[src/rtl/imm_extend_stage_pkg.sv]
// Shared definitions for the ID->EX immediate-extension stage.
//   EXT_*   : 2-bit extension-mode codes, also used by the instruction decoder.
//   occ_t   : occupancy of the output register + skid buffer pair.
package imm_extend_stage_pkg;

    localparam logic [1:0] EXT_SIGN   = 2'b00;
    localparam logic [1:0] EXT_ZERO   = 2'b01;
    localparam logic [1:0] EXT_UPPER  = 2'b10;
    localparam logic [1:0] EXT_BRANCH = 2'b11;

    typedef enum logic [1:0] {
        OCC_EMPTY = 2'd0,
        OCC_ONE   = 2'd1,
        OCC_TWO   = 2'd2
    } occ_t;

endpackage

[src/rtl/imm_ext_core.sv]
// Combinational immediate-extension mode mux.
// Ports:
//   imm  in  IN_W   raw immediate field
//   mode in  2      EXT_SIGN / EXT_ZERO / EXT_UPPER / EXT_BRANCH
//   ext  out OUT_W  extended immediate
module imm_ext_core #(
    parameter int IN_W     = 16,
    parameter int OUT_W    = 32,
    parameter int BR_SHIFT = 2
) (
    input  logic [IN_W-1:0]  imm,
    input  logic [1:0]       mode,
    output logic [OUT_W-1:0] ext
);
    import imm_extend_stage_pkg::*;

    localparam int UP_SHIFT = OUT_W - IN_W;

    if (OUT_W < IN_W + BR_SHIFT) begin : g_width_check
        $error("imm_ext_core: OUT_W must be >= IN_W + BR_SHIFT");
    end

    logic [OUT_W-1:0] sign_ext;
    logic [OUT_W-1:0] zero_ext;

    // A size cast of a signed operand sign-extends, which also covers OUT_W == IN_W
    // where a zero-count replication would be illegal.
    assign sign_ext = OUT_W'($signed(imm));
    assign zero_ext = OUT_W'(imm);

    always_comb begin
        unique case (mode)
            EXT_SIGN:  ext = sign_ext;
            EXT_ZERO:  ext = zero_ext;
            EXT_UPPER: ext = zero_ext << UP_SHIFT;
            default:   ext = sign_ext << BR_SHIFT;  // EXT_BRANCH, truncated to OUT_W
        endcase
    end

endmodule

[src/rtl/imm_extend_stage.sv]
// Registered immediate-extension stage between ID and EX.
// An output register plus a one-entry skid buffer carry the extended immediate
// downstream under a valid/ready handshake; flush drops everything held.
// Ports:
//   clk        in   1      rising-edge clock
//   reset      in   1      synchronous, active-high reset
//   flush      in   1      drop held and incoming entries
//   in_valid   in   1      immediate/mode presented
//   in_ready   out  1      stage can accept (registered, no path from out_ready)
//   in_imm     in   IN_W   raw immediate field
//   in_mode    in   2      extension mode
//   out_valid  out  1      out_data valid
//   out_ready  in   1      EX accepts
//   out_data   out  OUT_W  extended immediate
//   out_neg    out  1      out_data[OUT_W-1], registered with the data
module imm_extend_stage #(
    parameter int IN_W     = 16,
    parameter int OUT_W    = 32,
    parameter int BR_SHIFT = 2
) (
    input  logic             clk,
    input  logic             reset,
    input  logic             flush,
    input  logic             in_valid,
    output logic             in_ready,
    input  logic [IN_W-1:0]  in_imm,
    input  logic [1:0]       in_mode,
    output logic             out_valid,
    input  logic             out_ready,
    output logic [OUT_W-1:0] out_data,
    output logic             out_neg
);
    import imm_extend_stage_pkg::*;

    occ_t             occ;
    occ_t             occ_next;
    logic [OUT_W-1:0] ext;
    logic [OUT_W-1:0] skid_data;
    logic             skid_neg;
    logic             in_xfer;
    logic             out_xfer;
    logic             load_out_in;
    logic             load_out_skid;
    logic             load_skid;

    imm_ext_core #(
        .IN_W    (IN_W),
        .OUT_W   (OUT_W),
        .BR_SHIFT(BR_SHIFT)
    ) u_core (
        .imm (in_imm),
        .mode(in_mode),
        .ext (ext)
    );

    // Both handshake outputs decode the occupancy register only.
    assign in_ready  = (occ != OCC_TWO);
    assign out_valid = (occ != OCC_EMPTY);
    assign in_xfer   = in_valid & in_ready;
    assign out_xfer  = out_valid & out_ready;

    always_comb begin
        // NOTE: every signal gets a default first so no path leaves it unassigned (no latch).
        occ_next      = occ;
        load_out_in   = 1'b0;
        load_out_skid = 1'b0;
        load_skid     = 1'b0;
        unique case (occ)
            OCC_EMPTY: begin
                if (in_xfer) begin
                    occ_next    = OCC_ONE;
                    load_out_in = 1'b1;
                end
            end
            OCC_ONE: begin
                if (in_xfer && out_xfer) begin
                    load_out_in = 1'b1;
                end else if (in_xfer) begin
                    occ_next  = OCC_TWO;
                    load_skid = 1'b1;
                end else if (out_xfer) begin
                    occ_next = OCC_EMPTY;
                end
            end
            OCC_TWO: begin
                if (out_xfer) begin
                    occ_next      = OCC_ONE;
                    load_out_skid = 1'b1;
                end
            end
            default: occ_next = OCC_EMPTY;
        endcase
        // Flush only clears occupancy; data registers keep their stale contents.
        if (flush) begin
            occ_next      = OCC_EMPTY;
            load_out_in   = 1'b0;
            load_out_skid = 1'b0;
            load_skid     = 1'b0;
        end
    end

    // NOTE: sequential state uses non-blocking assignments so every register samples pre-edge values.
    always_ff @(posedge clk) begin
        if (reset) begin
            occ      <= OCC_EMPTY;
            out_data <= '0;
            out_neg  <= 1'b0;
        end else begin
            occ <= occ_next;
            if (load_out_in) begin
                out_data <= ext;
                out_neg  <= ext[OUT_W-1];
            end else if (load_out_skid) begin
                out_data <= skid_data;
                out_neg  <= skid_neg;
            end
        end
    end

    // NOTE: skid payload has no reset; it is only ever read while occupancy says it is valid.
    always_ff @(posedge clk) begin
        if (load_skid) begin
            skid_data <= ext;
            skid_neg  <= ext[OUT_W-1];
        end
    end

endmodule

[config.mk]
export PLATFORM = sky130hd
export DESIGN_NAME = imm_extend_stage
export DESIGN_NICKNAME = d
export VERILOG_FILES = /design/src/rtl/imm_extend_stage_pkg.sv /design/src/rtl/imm_ext_core.sv /design/src/rtl/imm_extend_stage.sv
export SDC_FILE = /design/constraint.sdc
export NUM_CORES = 1
export LEC_CHECK = 0
export BUFFER_PORTS_ARGS = -buffer_cell sky130_fd_sc_hd__buf_2
export CORE_ASPECT_RATIO = 2
export CORE_MARGIN = 2
export CORE_UTILIZATION = 43
export DETAILED_ROUTE_END_ITERATION = 6
export HOLD_SLACK_MARGIN = 0.02
export PLACE_DENSITY = 0.6
export RECOVER_POWER = 100
export SLEW_MARGIN = 20
export SYNTH_ARGS = -nofsm -noshare
export SYNTH_HDL_FRONTEND = slang
export SYNTH_SLANG_ARGS = --single-unit
[constraint.sdc]
create_clock -name clk -period 4.9 [get_ports clk]
set_clock_uncertainty 0.15 [all_clocks]
set_input_delay 0.49 -clock clk [delete_from_list [all_inputs] [get_ports clk]]
set_output_delay 0.49 -clock clk [all_outputs]
set_load 0.005 [all_outputs]
# Word level (Yosys, flattened, before mapping)

Cells that the tools add are included.

Bits in registers: 68
Input port bits: 23
Output and inout bits: 35
Word-level logic and storage cells: 44

Equality and inequality tests: 9
Multiplexer cells: 21
Bitwise gates (word level): 2
Reduce and logical (&&, ||, !) cells: 7

Operators by type and width:

| kind                 | number |
|---|---|
| $pmux W32 S3         | 1 |
| $mux W32             | 2 |
| $mux W1              | 11 |
| $mux W2              | 5 |
| $ne A2 B2 Y1 const B | 4 |
| $pmux W2 S3          | 1 |
| $eq A2 B1 Y1 const B | 2 |
| $eq A2 B2 Y1 const B | 2 |
| $logic_not A2 Y1     | 2 |
| $reduce_and A4 Y1    | 1 |
| $reduce_bool A2 Y1   | 2 |
| $ne A3 B3 Y1 const B | 1 |
| $and A1 B1 Y1        | 2 |
| $pmux W1 S2          | 1 |
| $reduce_or A2 Y1     | 1 |
| $logic_and A1 B1 Y1  | 1 |

# Depth between registers and ports, before layout

Gate-level depths: netlist (run 1).

Depth after elaboration: 7
Mapped depth: 6
Mapped depth without buffers: 3

# Hierarchy

From an unflattened synthesis (run 1), not the netlist that was laid out.

Cell total of the unflattened synthesis: 295
Area total of the unflattened synthesis: 3265.6 um2

Modules (own cells, without submodules):

| module           | instances | cells an instance | area an instance (um2) | sequential area each (um2) |
|---|---|---|---|---|
| imm_extend_stage | 1         | 236               | 2755.1                 | 1641.6 |
| imm_ext_core     | 1         | 59                | 510.5                  | 0.0 |

# Worst setup path after synthesis (run 1)

No wires, ideal clock.

Kind: input to register
From: input port out_ready
To: register skid_data[0] (enable)
Arrival time: 2897 ps
Slack: 1392 ps
Stages: 2
Buffers on the path: 0
Cells stage by stage: nand2b_1 -> nor3_1

Cells in the longest elaborated chain, start to end: 5

Ends and longest elaborated chain:

| element              | line                    | text |
|---|---|---|
| from (decl)          | imm_extend_stage.sv:29  | `input logic out_ready,` |
| $and A1 B1 Y1        | imm_extend_stage.sv:60  | `assign out_xfer = out_valid & out_ready;` |
| $logic_and A1 B1 Y1  | imm_extend_stage.sv:76  | `if (in_xfer && out_xfer) begin` |
| $mux W1              | imm_extend_stage.sv:76  |  |
| $mux W1              | imm_extend_stage.sv:68  | `unique case (occ)` |
| $mux W1              | imm_extend_stage.sv:94  | `if (flush) begin` |
| net load_skid        | imm_extend_stage.sv:44  | `logic load_skid;` |
| to (signal assigned) | imm_extend_stage.sv:123 | `skid_data <= ext;` |
| to (decl)            | imm_extend_stage.sv:38  | `logic [OUT_W-1:0] skid_data;` |

The timed path passes the listed nets, and every way through them passes these cells.
A chain may end at the register's enable or synchronous reset.

# Worst setup path after layout (run 1)

From: input port in_mode[1]
To: register out_data[22]

Cells in the longest elaborated chain, start to end: 3
Elaborated cells on any way between the ends: 5

Ends and longest elaborated chain:

| element                              | line                    | text |
|---|---|---|
| from (decl)                          | imm_extend_stage.sv:27  | `input logic [1:0] in_mode,` |
| $eq A2 B2 Y1 (tied with other cells) | imm_ext_core.sv:32      | `unique case (mode)` |
| $pmux W32 S3 *                       | imm_ext_core.sv:32      |  |
| $mux W32 *                           | imm_extend_stage.sv:110 | `if (load_out_in) begin` |
| to (signal assigned)                 | imm_extend_stage.sv:111 | `out_data <= ext;` |
| to (signal assigned)                 | imm_extend_stage.sv:114 | `out_data <= skid_data;` |
| to (decl)                            | imm_extend_stage.sv:30  | `output logic [OUT_W-1:0] out_data,` |

Every way passes the cells marked *; elsewhere a longest branch is shown, timed or not.

==> results by group, run 1 <==
Outcome
  • Status: complete, but fails checks
  • Failing checks: max-capacitance violations, max-slew violations

Clock network
  • Sink Count: 66
  • Clock root cell: clkbuf_16
  • CTS H-tree depth: 3
  • Clk slew on worst S/H paths: around 50 ps
  • Cts repair resizes: 0
  • Latest clock arrival within the worst-skew pair: between 300 and 400 ps
  • CTS tree: done
  • TritonCTS Buffers: 9
  • Buffer depth of the longest clock path: 2
  • Post CTS Setup Buffer Count: 0
  • Post-CTS Hold Buffers: 0

Synth
  • Library cells used by synthesis: 39
  • Mapped Nets: ~310
  • Mapped Cells: roughly 290
  • Yosys reg bits: 66
  • Register area share after synthesis: approximately half
  • Syn Area/Cell: 11.2 um2
  • Synth async-reset ratio: 0%
  • Post-synth EDFFs: 32
  • Syn Std Cell Area: between 3000 and 4000 um2
  • Post-synth top flop: dfxtp_1
  • Yosys warns: 0

Place
  • Port Buffers: 57
  • GP Congestion: a little under 0.8
  • HPWL after DPL: about 4900 um

Finish
  • Multi-input gate area: between 1000 and 1500 um2
  • Number of fill cells in the layout: 729
  • Antenna diodes: 0
  • Fin util: a little over half
  • Area delta synth->final: 17.2%
  • Register area: approximately 1600 um2
  • Layout cells sized above 1: between 20 and 30%
  • # nets final: around 360

Setup path
  • FF-to-FF Start: occ[0]$_SDFFE_PP0P_
  • CP startpoint: in_mode[1]
  • WS Path Type: in -> reg
  • R2R cell count: 3
  • Worst EP required: 5000 ps
  • Critical Path Sink Type: flop
  • Reg-to-reg endpoint: skid_data[23]$_DFFE_PP_
  • Crit Path Max Fanout: 34
  • Startpoint Class: input port
  • Critical path arrival: ~3000 ps
  • FF-to-FF setup slack: 2100 ps

Route
  • Routed vias: 2280
  • Post-route ant nets: 0
  • DR WL/cell: between 15 and 20 um
  • DRT Pass-1 Iters: 4
  • Vias/cell: 5.23
  • DRC Markers: 0
  • Drt total wl: approximately 6900 um
  • Iteration-0 DRC Markers: between 80 and 90

Power
  • Power per Cell Area: 362 nW/um2
  • Maximum vdd drop: 214 uV
  • Pwr Total: between 1 and 1.5 mW
  • Pleak: approximately 1.5 nW

Global route
  • GRT Total Usage: 17.9%
  • Vias in the first global route: about 2200
  • Initial antenna violation count: 0
  • First-pass GRT wire length: roughly 11000 um
  • GR Overflow Total: 0
  • Largest net degree at the start of global routing: 35

Floorplan
  • Vert. Die Dim: 127 um
  • Die Wd: about 65 um
  • Site Rows: 44
  • I/O pin total: 58
  • Starting density of the core: between 40% and 50%
  • Die ar.: 8290 um2
  • Core Region: between 7000 and 8000 um2

Worst hold path
  • Type of the tightest min-delay check: in -> reg
  • WHS Path Cells: 2
  • Hold Path Sink: out_data[0]$_SDFFE_PP0P_
  • Hold_sp: reset

STA
  • Min Hold Slack: between 200 and 300 ps
  • Period Utilization, post-route: about three fifths
  • RSZ-0062 raised after global routing: no
  • Setup Viol. Count Final: 0
  • Fmax: between 300 and 400 MHz
  • Hold Vio Cnt, Final: 0
  • Setup_tns: 0 ps
  • Slew HR: -25.3%
  • Final Max Slew Viols: slightly below 50
  • Least-Margin Pin Slew: approximately 1900 ps
  • Tmin final: ~2900 ps

Run
  • Max-cap viol count: 2
-- worst max-delay path: stages --
cell	delay [ps]
clkbuf_1	540
nor3b_1	1500
a21oi_1	220
o22ai_1	250
-- Yosys cell counts, types with 3 or more instances --
| cell type | n | area, um2 |
|---|---|---|
| mux2_2 | 15 | 169 |
| a21oi_1 | 17 | 85.1 |
| buf_4 | 4 | 30.0 |
| nand4_1 | 3 | 18.8 |
| a2bb2oi_1 | 14 | 123 |
| nand3_1 | 15 | 75.1 |
| a31oi_1 | 3 | 18.8 |
| o22ai_2 | 7 | 87.6 |
| edfxtp_1 | 32 | 961 |
| o311ai_0 | 3 | 26.3 |
| mux2i_1 | 15 | 150 |
| inv_1 | 59 | 221 |
| nor2b_1 | 3 | 18.8 |
| buf_6 | 3 | 33.8 |
| clkbuf_1 | 7 | 26.3 |
| o22ai_1 | 8 | 50.1 |
| o221ai_2 | 10 | 150 |
| buf_2 | 6 | 30.0 |
| nand2b_1 | 3 | 18.8 |
| nand2_1 | 6 | 22.5 |
| o221ai_1 | 4 | 35.0 |
| dfxtp_1 | 34 | 681 |
-- how the worst max path moves through the flow --
stage                                endpoint  slack, ps  cells past startpoint
finish              out_data[22]$_SDFFE_PP0P_       1980                      4
detailed placement   out_data[3]$_SDFFE_PP0P_       2330                      5
floorplan              skid_data[0]$_DFFE_PP_       1390                      2
global route        out_data[30]$_SDFFE_PP0P_       1780                      4
CTS                  out_data[3]$_SDFFE_PP0P_       2680                      4
global placement     out_data[3]$_SDFFE_PP0P_       2410                      5
-- sequential cells by signal, indices dropped and copies added, names as in the netlist --
signal and flops:
out_data 32, skid_data 31, occ 2, skid_neg 1
-- power breakdown --
| part | switching, mW | total, mW | internal, mW |
|---|---|---|---|
| logic | 0.0771 | 0.132 | 0.0552 |
| registers | 0.00784 | 0.604 | 0.596 |
| clock network | 0.221 | 0.642 | 0.421 |
| total | 0.306 | 1.38 | 1.07 |
-- placed cells by master (no fill, tap or decap), types with 3 or more instances in the layout --
cell / Yosys / final
o221ai_2: 10 / 10
mux2_2: 15 / 15
clkbuf_16: 0 / 9
dfxtp_1: 34 / 34
nand3_1: 15 / 15
edfxtp_1: 32 / 32
nand4_1: 3 / 3
nand2b_1: 3 / 3
o22ai_2: 7 / 7
mux2i_1: 15 / 15
o311ai_0: 3 / 3
clkbuf_1: 7 / 19
nand2_1: 6 / 6
o221ai_1: 4 / 4
a2bb2oi_1: 14 / 14
nor2b_1: 3 / 3
o22ai_1: 8 / 8
a31oi_1: 3 / 3
a21oi_1: 17 / 17
buf_2: 6 / 42
inv_1: 59 / 59
-- metrics by stage --
| step | cell area [um2] | std cells | setup WS (ps) |
|---|---|---|---|
| finish | 3800 | 436 | 1980 |
| global route | 3800 | 436 | 1780 |
| CTS | 3830 | 436 | 2680 |
| detailed placement | 3530 | 420 | 2330 |
| global placement | 3530 | 420 | 2410 |
| floorplan | 3240 | 289 | 1390 |
-- area by class of cell --
class                      count  area share [%]
clock buffer                  14            6.94
tap                           92            3.03
sequential                    66            43.2
timing repair buffer          60            7.50
inverter                      59            5.82
clock inverter                 2           0.921
multi-input combinational    143            32.6
-- kinds of logic (layout without fill, tap and decap cells) --
logic type	after synthesis	after routing	share of synthesized area [%]
flops	66	66	50.6
compound gates	70	70	19.7
mux	30	30	9.84
buf+inv	80	135	11.1
simple gates	43	43	8.68
-- metal layers --
metal	GRT usage [%]	wire, um
met3	3.55	228
met2	30.6	3630
met4	9.19	142
met5	0	0
met1	20.8	2940
Power figures use the tool's default switching activity.
==> run 2, diff against run 1 <==
Settings changed: PLACE_DENSITY 0.6 to 0.63.
Clock period 4.9 ns to 2.5 ns, I/O delays scaled along.
==> results by group, run 2 (same netlist as run 1, synthesis figures left out) <==
Outcome
  • Status: completed

Global route
  • GRT met1 Usage: about a fifth
  • First-pass GRT wire length: around 11000 um
  • Largest net degree at the start of global routing: 24
  • Grt peak-use layer: met2
  • GRT met3 Usage: 3.90%
  • Vias in the first global route: 2294
  • GR Overflow Total: 0
  • GRT Total Usage: between 10% and 20%
  • Initial antenna violation count: 0
  • Met2 Use GR: a little under a third

Finish
  • Leading cell types in the layout, fill and taps excluded: inv_1 (59), buf_2 (45), dfxtp_1 (34), edfxtp_1 (32), a21oi_1 (17)
  • Antenna diodes: 0
  • Most common cell after layout, fill and taps aside: inv_1
  • Top flop regs: out_data: 32 flops, skid_data: 31 flops, occ: 2 flops
  • # nets final: 366
  • Biggest register: out_data
  • Max FFs per register: 32
  • Area delta synth->final: 18.4%
  • Number of fill cells in the layout: between 700 and 800
  • Layout Cell Area excl Fill: around 3800 um2
  • Layout cells sized above 1: 29.3%

STA
  • Least-Margin Pin Slew: ~900 ps
  • RSZ-0062 raised after global routing: no
  • Setup Viol. Count Final: 0
  • Hold Vio Cnt, Final: 0
  • Tmin final: around 2200 ps
  • Fmax: between 400 and 500 MHz
  • Period Utilization, post-route: slightly below 90%
  • Setup_tns: 0 ps
  • Min Hold Slack: around 49 ps
  • Slew HR: about two fifths
  • Final Max Slew Viols: 0

Clock network
  • TritonCTS Buffers: 9
  • CTS H-tree depth: 3
  • Clock root cell: clkbuf_16
  • Clk slew on worst S/H paths: around 50 ps
  • CTS tree: done
  • Cts repair resizes: 0
  • Post CTS Setup Buffer Count: 0
  • Buffer depth of the longest clock path: 2
  • Post-CTS Hold Buffers: 0
  • Sink Count: between 60 and 70
  • Latest clock arrival within the worst-skew pair: ~330 ps

Setup path
  • Startpoint Class: flop
  • CP Cell Sequence: nand2b_1 > nor3_4 > clkbuf_1
  • CP max stage cell: clkbuf_1
  • Critical Path Sink Type: flop
  • Crit Path Max Fanout: 16
  • Worst EP required: between 2000 and 2500 ps
  • WS Path Type: reg -> reg
  • Delay-heaviest family, CP: buffers and inverters
  • R2R cell count: 3
  • Worst path depth: 3
  • WP buf/inv: 1
  • Max incr delay on CP: between 600 and 700 ps
  • Critical path arrival: 1980 ps

Floorplan
  • Core Region: around 7300 um2
  • Vert. Die Dim: ~130 um
  • Starting density of the core: between 40% and 50%
  • Die ar.: ~8300 um2
  • Site Rows: between 40 and 50
  • Die Wd: 65.4 um
  • I/O pin total: 58

Run
  • Max-cap viol count: 0

Route
  • Vias/cell: between 5 and 6
  • Post-route ant nets: 0
  • DRT Pass-1 Iters: 4
  • DR WL/cell: 15.7 um
  • Iteration-0 DRC Markers: between 90 and 100
  • Drt total wl: a little under 7000 um
  • DRC Markers: 0
  • Routed vias: about 2300

Place
  • HPWL after DPL: 5140 um
  • GP Congestion: between 0.7 and 0.8
  • Port Buffers: 57
  • Post-DP Area: around 3600 um2

Power
  • Maximum vdd drop: about 560 uV
  • Cell-internal power: approximately 2.2 mW
  • Clk pwr share: a little under half
  • Switch share: around 22%
  • Pleak: roughly 1.6 nW
  • Power per Cell Area: just over 700 nW/um2
  • Combinational group share of total power: a little under a tenth
  • Switching power: 0.605 mW
  • Pwr Total: 2.78 mW
  • Reg power frac: a little over two fifths

Worst hold path
  • Type of the tightest min-delay check: in -> reg
  • WHS Path Cells: 2
[run 2: cell types whose count changed in the layout (fill, tap and decap cells not counted), sizes merged]
cell,delta
buf,+4
clkbuf,-3
bufinv,+1
clkinv,+1
clkinvlp,+1
[run 2: worst paths after layout]
check / start / slack, ps / endpoint
hold reg to reg: skid_data[5]$_DFFE_PP_ / 320 / out_data[5]$_SDFFE_PP0P_
setup / recovery: occ[1]$_SDFFE_PP0P_ / 330 / skid_data[9]$_DFFE_PP_
hold / removal: reset / 50 / out_data[31]$_SDFFE_PP0P_
setup reg to reg: occ[1]$_SDFFE_PP0P_ / 330 / skid_data[9]$_DFFE_PP_
[run 2: power groups by stage]
stage                     Sequential (mW)  Combinational, mW  Clock [mW]
after detailed placement             1.20              0.269           0
after global routing                 1.19              0.290        1.42
final                                1.18              0.261        1.33
after floorplan                      1.20              0.182           0
after CTS                            1.18              0.271        1.36
after global placement               1.20              0.265           0
[run 2: cell type report]
cell class / count / area (um2) / share of cell area [%]
Inverter: 59 / 221 / 5.77
Tap cell: 92 / 115 / 3.00
Timing Repair Buffer: 64 / 310 / 8.08
Clock inverter: 5 / 77.6 / 2.02
Multi-Input combinational cell: 143 / 1230 / 32.0
Clock buffer: 11 / 243 / 6.32
Sequential cell: 66 / 1640 / 42.8
[run 2: worst register-to-register path: stages (launching register included)]
cell	delay [ps]
dfxtp_1	370
nand2b_1	360
nor3_4	250
clkbuf_1	680
[run 2: through the flow]
stage / util, % / worst slack [ps] / instances
global placement: 49.1 / 524 / 424
detailed placement: 49.1 / 445 / 424
global route: 52.8 / 194 / 440
finish: 52.8 / 327 / 440
CTS: 53.5 / 443 / 440
floorplan: - / 464 / 289
[run 2: per-layer routing]
metal	vias to the layer above	share of wire (%)
li1	1143	-
met1	1083	42
met2	43	53
met3	10	3.1
met4	0	1.9
met5	-	0
